--- src/rtl/wb_sram_bridge.sv ---
// +-----------------------------------------------------------------------------+
// | Module   : wb_sram_bridge                                                    |
// | Brief    : Wishbone classic slave in front of a single-port SRAM macro.      |
// |            Registered outputs, single-cycle ack, configurable read latency. |
// |            Optional macro SRAM_BRIDGE_ERR_EN adds wbs_err_o for misses.     |
// | Revision : 1.0 - initial release                                            |
// +-----------------------------------------------------------------------------+
`default_nettype none

module wb_sram_bridge #(
  parameter int unsigned ADDR_W       = 8,
  parameter logic [31:0] BASE_ADDR    = 32'h3000_0000,
  parameter logic [31:0] ADDR_MASK    = 32'hFFFF_FC00,
  parameter int unsigned READ_LATENCY = 1
) (
  input  logic              wb_clk_i,
  input  logic              wb_rst_ni,
  input  logic              wbs_cyc_i,
  input  logic              wbs_stb_i,
  input  logic              wbs_we_i,
  input  logic [3:0]        wbs_sel_i,
  input  logic [31:0]       wbs_adr_i,
  input  logic [31:0]       wbs_dat_i,
  output logic              wbs_ack_o,
  output logic [31:0]       wbs_dat_o,
  output logic              sram_csb0,
  output logic              sram_web0,
  output logic [3:0]        sram_wmask0,
  output logic [ADDR_W-1:0] sram_addr0,
  output logic [31:0]       sram_din0,
  input  logic [31:0]       sram_dout0
`ifdef SRAM_BRIDGE_ERR_EN
  ,
  output logic              wbs_err_o
`endif
);

  localparam int unsigned c_cnt_w = 3;

  // S_MISS delays a miss response so it lands in the same cycle as a write ack
  typedef enum logic [2:0] {
    S_IDLE    = 3'd0,
    S_CMD     = 3'd1,
    S_RD_WAIT = 3'd2,
    S_MISS    = 3'd3,
    S_ACK     = 3'd4
  } state_t;

  state_t              r_state, w_state_nxt;
  logic                r_ack, w_ack_nxt;
  logic [31:0]         r_dat, w_dat_nxt;
  logic                r_csb, w_csb_nxt;
  logic                r_web, w_web_nxt;
  logic [3:0]          r_wmask, w_wmask_nxt;
  logic [ADDR_W-1:0]   r_addr, w_addr_nxt;
  logic [31:0]         r_din, w_din_nxt;
  logic [c_cnt_w-1:0]  r_cnt, w_cnt_nxt;
`ifdef SRAM_BRIDGE_ERR_EN
  logic                r_err, w_err_nxt;
`endif

  logic w_req;
  logic w_hit;

  assign w_req = wbs_cyc_i & wbs_stb_i & ~r_ack;
  assign w_hit = ((wbs_adr_i & ADDR_MASK) == BASE_ADDR);

  always_ff @(posedge wb_clk_i or negedge wb_rst_ni) begin
    if (!wb_rst_ni) begin
      r_state <= S_IDLE;
      r_ack   <= 1'b0;
      r_dat   <= 32'h0;
      r_csb   <= 1'b1;
      r_web   <= 1'b1;
      r_wmask <= 4'h0;
      r_addr  <= '0;
      r_din   <= 32'h0;
      r_cnt   <= '0;
`ifdef SRAM_BRIDGE_ERR_EN
      r_err   <= 1'b0;
`endif
    end else begin
      r_state <= w_state_nxt;
      r_ack   <= w_ack_nxt;
      r_dat   <= w_dat_nxt;
      r_csb   <= w_csb_nxt;
      r_web   <= w_web_nxt;
      r_wmask <= w_wmask_nxt;
      r_addr  <= w_addr_nxt;
      r_din   <= w_din_nxt;
      r_cnt   <= w_cnt_nxt;
`ifdef SRAM_BRIDGE_ERR_EN
      r_err   <= w_err_nxt;
`endif
    end
  end

  always_comb begin
    w_state_nxt = r_state;
    w_ack_nxt   = 1'b0;
    w_dat_nxt   = r_dat;
    w_csb_nxt   = 1'b1;
    w_web_nxt   = 1'b1;
    w_wmask_nxt = 4'h0;
    w_addr_nxt  = r_addr;
    w_din_nxt   = r_din;
    w_cnt_nxt   = r_cnt;
`ifdef SRAM_BRIDGE_ERR_EN
    w_err_nxt   = 1'b0;
`endif

    case (r_state)
      S_IDLE: begin
        if (w_req) begin
          if (w_hit) begin
            w_csb_nxt   = 1'b0;
            w_web_nxt   = ~wbs_we_i;
            w_wmask_nxt = wbs_we_i ? wbs_sel_i : 4'h0;
            w_addr_nxt  = wbs_adr_i[ADDR_W+1:2];
            w_din_nxt   = wbs_dat_i;
            w_state_nxt = S_CMD;
          end else begin
            w_dat_nxt   = 32'h0;
            w_state_nxt = S_MISS;
          end
        end
      end
      // r_web still reflects the command the macro is sampling this cycle
      S_CMD: begin
        if (!wbs_cyc_i) begin
          w_state_nxt = S_IDLE;
        end else if (!r_web) begin
          w_ack_nxt   = 1'b1;
          w_state_nxt = S_ACK;
        end else begin
          w_cnt_nxt   = c_cnt_w'(READ_LATENCY);
          w_state_nxt = S_RD_WAIT;
        end
      end
      S_RD_WAIT: begin
        w_cnt_nxt = r_cnt - 1'b1;
        if (!wbs_cyc_i) begin
          w_state_nxt = S_IDLE;
        end else if (r_cnt == c_cnt_w'(1)) begin
          w_dat_nxt   = sram_dout0;
          w_ack_nxt   = 1'b1;
          w_state_nxt = S_ACK;
        end
      end
      S_MISS: begin
        if (!wbs_cyc_i) begin
          w_state_nxt = S_IDLE;
        end else begin
`ifdef SRAM_BRIDGE_ERR_EN
          w_err_nxt   = 1'b1;
`else
          w_ack_nxt   = 1'b1;
`endif
          w_state_nxt = S_ACK;
        end
      end
      S_ACK: begin
        w_state_nxt = S_IDLE;
      end
      default: begin
        w_state_nxt = S_IDLE;
      end
    endcase
  end

  assign wbs_ack_o   = r_ack;
  assign wbs_dat_o   = r_dat;
  assign sram_csb0   = r_csb;
  assign sram_web0   = r_web;
  assign sram_wmask0 = r_wmask;
  assign sram_addr0  = r_addr;
  assign sram_din0   = r_din;
`ifdef SRAM_BRIDGE_ERR_EN
  assign wbs_err_o   = r_err;
`endif

endmodule

`default_nettype wire
--- config.mk ---
export PLATFORM = sky130hd
export DESIGN_NAME = wb_sram_bridge
export DESIGN_NICKNAME = d
export VERILOG_FILES = /design/src/rtl/wb_sram_bridge.sv
export SDC_FILE = /design/constraint.sdc
export NUM_CORES = 1
export LEC_CHECK = 0
export CAP_MARGIN = 15
export CORE_MARGIN = 3
export CORE_UTILIZATION = 38
export DETAILED_ROUTE_END_ITERATION = 10
export PLACE_DENSITY = 0.81
export SYNTH_ARGS = -nofsm -noshare
export SYNTH_HDL_FRONTEND = slang
export SYNTH_SLANG_ARGS = --single-unit
--- constraint.sdc ---
create_clock -name wb_clk_i -period 2.37 [get_ports wb_clk_i]
set_input_delay 0.237 -clock wb_clk_i [delete_from_list [all_inputs] [get_ports wb_clk_i]]
set_output_delay 0.237 -clock wb_clk_i [all_outputs]
set_load 0.005 [all_outputs]
==> results.md <==
### Run status
- **status** finished, final reports clean

### Routing
- **Initial DRC Count** 32
- **first drt pass iteration count** 4
- **total vias in the final route** 2548
- **vias per cell** 4.928
- **WL/cell** 16.22 um
- **Total Routed Length** 8387 um
- **DR DRC count** 0
- **number of nets with antenna violations after routing** 0

### Floorplanning
- **chip width** 99.15 um
- **Initial Util** 39.53%
- **Die Y** 99.15 um
- **placement row count** 33
- **Core ar.** 8341 um^2
- **top-level port count** 184
- **die area** 9830 um^2

### Synthesis
- **count of warnings emitted by yosys** 0
- **area fraction in compound gates after synthesis** 10.97%
- **post-synthesis xor/xnor area fraction** 0.2657%
- **post-synthesis instance area** 3297 um^2
- **mean cell area of the mapped netlist** 15.12 um^2
- **most frequent cell after synthesis** sky130_fd_sc_hd__dfrtp_1
- **net count of the mapped netlist** 325
- **top_reg_cell synth** sky130_fd_sc_hd__dfrtp_1
- **portion of the post-synthesis area used by sequential elements** 64.59%
- **#FFs+latches synth** 85
- **combinational family with the most area after synthesis** multiplexers
- **synthesized-area fraction occupied by adder cells** 0.7590%
- **top area cells in the synthesized netlist** sky130_fd_sc_hd__dfrtp_1, sky130_fd_sc_hd__mux2_2, sky130_fd_sc_hd__a22o_1
- **leading cell types by count after synthesis** sky130_fd_sc_hd__dfrtp_1, sky130_fd_sc_hd__mux2_2, sky130_fd_sc_hd__a22o_1, sky130_fd_sc_hd__buf_6, sky130_fd_sc_hd__inv_1
- **cell taking the most area after synthesis** sky130_fd_sc_hd__dfrtp_1
- **EDFF count, synth** 0
- **post-synthesis async set-or-reset flop share** 100.0%
- **area fraction of the dominant cell type after synthesis** 63.00%
- **Distinct cells, synth** 30
- **share of synthesized cell area in and, or, nand and nor gates** 6.224%
- **Syn Inst Count** 218
- **proportion of synthesized area in mux cells** 13.66%

### Clock network
- **number of H-tree levels** 3
- **Clock Latency Late Sink** 0.35 ns
- **number of sinks driven by the clock tree** 85
- **TritonCTS clock tree** built
- **number of buffers created by CTS** 9
- **maximum clock insertion buffer count** 2
- **clock root buffer** sky130_fd_sc_hd__clkbuf_8
- **post-CTS setup buffer count** 0
- **clock transition at the register clock pins on the worst setup and hold paths after CTS** 0.09 ns

### Critical path
- **maximum fanout along the worst path** 32
- **data required time at the worst endpoint** 2.64 ns
- **logic depth of the worst register-to-register path** 5
- **startpoint of the most critical register-to-register path** r_cnt[1]
- **register-to-register setup slack** 0.25 ns
- **classification of the worst setup path** reg2reg
- **Worst setup endpoint** wbs_dat_o[13]
- **crit path launch** r_cnt[1]
- **CP arrival** 2.39 ns
- **nature of the critical path startpoint** flip-flop
- **Crit Reg-Reg Endpoint** wbs_dat_o[13]
- **sort of element at the end of the critical path** flip-flop

### Place
- **placer's final routability congestion estimate** 0.7870
- **number of I/O port buffers** 181
- **placed wire-length estimate after detailed placement** 6412 um

### Layout
- **layout overhead on the synthesized area** 65.01%
- **number of filler cells placed in the layout** 640
- **n_diodes** 0
- **area of the multi-input gates** 1051 um^2
- **final net count** 514
- **share of layout cells above drive strength 1** 16.02%
- **storage element area** 2130 um^2

### STA
- **setup skew after layout** 0.01107 ns
- **final hold violations** 0
- **time the final worst path needs with I/O delays and setup** 2.119 ns
- **setup tns final** 0 ns
- **final setup vio count** 0
- **Tcrit/Tclk final** 89.40%
- **worst rel slew slack** 27.51%
- **Fin Hold WS** 0.3985 ns
- **Worst-Margin Slew** 1.087 ns
- **unrepaired setup endpoints after global routing** no
- **peak clock frequency supported by timing** 472.0 MHz
- **final count of pins violating max slew** 0

### Power
- **power per standard cell area** 719.6 nW/um^2
- **maximum vdd drop** 0.0003890 V
- **static leakage** 2.474 nW

### Global routing
- **maximum number of pins on one net before global-route repair** 48
- **final global-route overflow total** 0
- **total global-route track usage** 17.41%
- **vias in the first global route** 2772
- **first-pass GRT wire length** 13500 um
- **initial antenna violation count** 0

### Worst hold path
- **min-delay worst type** in2async

### Job
- **Max Cap Viol** 0

worst max-delay path: stages (launching register included):
cell,delay [ns]
sky130_fd_sc_hd__dfrtp_1,0.37
sky130_fd_sc_hd__inv_1,0.09
sky130_fd_sc_hd__ha_1,0.15
sky130_fd_sc_hd__nor2b_1,0.20
sky130_fd_sc_hd__and4_1,0.95
sky130_fd_sc_hd__a22o_1,0.29
flip-flops by register name, indices dropped and copies added (netlist names):
register and cells:
sram_din0 32, wbs_dat_o 32, sram_addr0 8, sram_wmask0 4, r_cnt 3, r_state 3, sram_csb0 1, sram_web0 1
wbs_ack_o 1
what timing repair did:
| item | CTS | global route |
|---|---|---|
| hold buffers | 1 | 0 |
| resized for setup | 0 | 0 |
| hold endpoints to repair | 36 | 0 |
worst min path at each step:
| stage | slack (ns) | endpoint | depth (start not counted) |
|---|---|---|---|
| CTS | 0.40 | sram_din0[21] | 2 |
| detailed placement | 0.23 | sram_din0[21] | 1 |
| global placement | 0.23 | sram_din0[20] | 1 |
| floorplan | -0.06 | r_cnt[0] | 0 |
| finish | 0.40 | sram_din0[20] | 2 |
| global route | 0.44 | sram_din0[20] | 2 |
power by group:
part / internal [mW] / switching [mW] / leakage (nW) / total, mW
Combinational: 0.676 / 0.385 / 1.21 / 1.06
Clock: 0.523 / 0.523 / 0.0991 / 1.05
Sequential: 1.66 / 0.147 / 1.17 / 1.81
Total: 2.86 / 1.05 / 2.47 / 3.91
logic make-up after synthesis:
logic type | Yosys count
adders and majority gates | 2
and+or+nand+nor | 31
xor gates and xnor gates | 1
DFF | 85
buffers and inverters | 17
muxes | 40
AOI/OAI and AO/OA | 42
cells in the final DEF, fill, tap and decap left out, drive strengths merged, types with 2 or more instances in the layout:
master           n
a21oi            2
clkinv           2
clkdlybuf4s50  180
nor4             4
inv              7
nor2             4
buf              8
mux2            40
nor2b            5
and3             4
clkinvlp         2
ha               2
clkbuf          10
a22o            32
o21ai            2
o21a             2
nor3             2
dfstp            2
nand2            3
nor3b            3
o22ai            2
dfrtp           83
metal layers:
metal	wire length [um]	up-vias	global-route usage [%]
met5	0	-	0
met4	112	0	6.092
met3	762	11	6.732
met2	4273	107	29.24
met1	3239	1252	20.44
li1	-	1178	-
area by class of cell:
type | instances | area share (%)
Sequential cell | 85 | 39.14
Timing Repair Buffer | 189 | 34.87
Clock buffer | 10 | 2.530
Tap cell | 105 | 2.415
Inverter | 6 | 0.4140
Multi-Input combinational cell | 116 | 19.32
Clock inverter | 6 | 1.311
per-stage QoR:
stage	worst slack (ns)	utilization [%]	instance area (um^2)	instances	total power, mW
finish	0.2512	65.23	5440	517	3.915
global placement	0.2012	62.60	5221	500	2.860
global route	0.04367	65.23	5440	517	4.130
CTS	0.2388	65.23	5440	517	3.965
floorplan	0.6225	-	3297	218	2.269
detailed placement	0.1502	62.60	5221	500	2.907
Note: power is estimated with default switching activity, not from simulation.
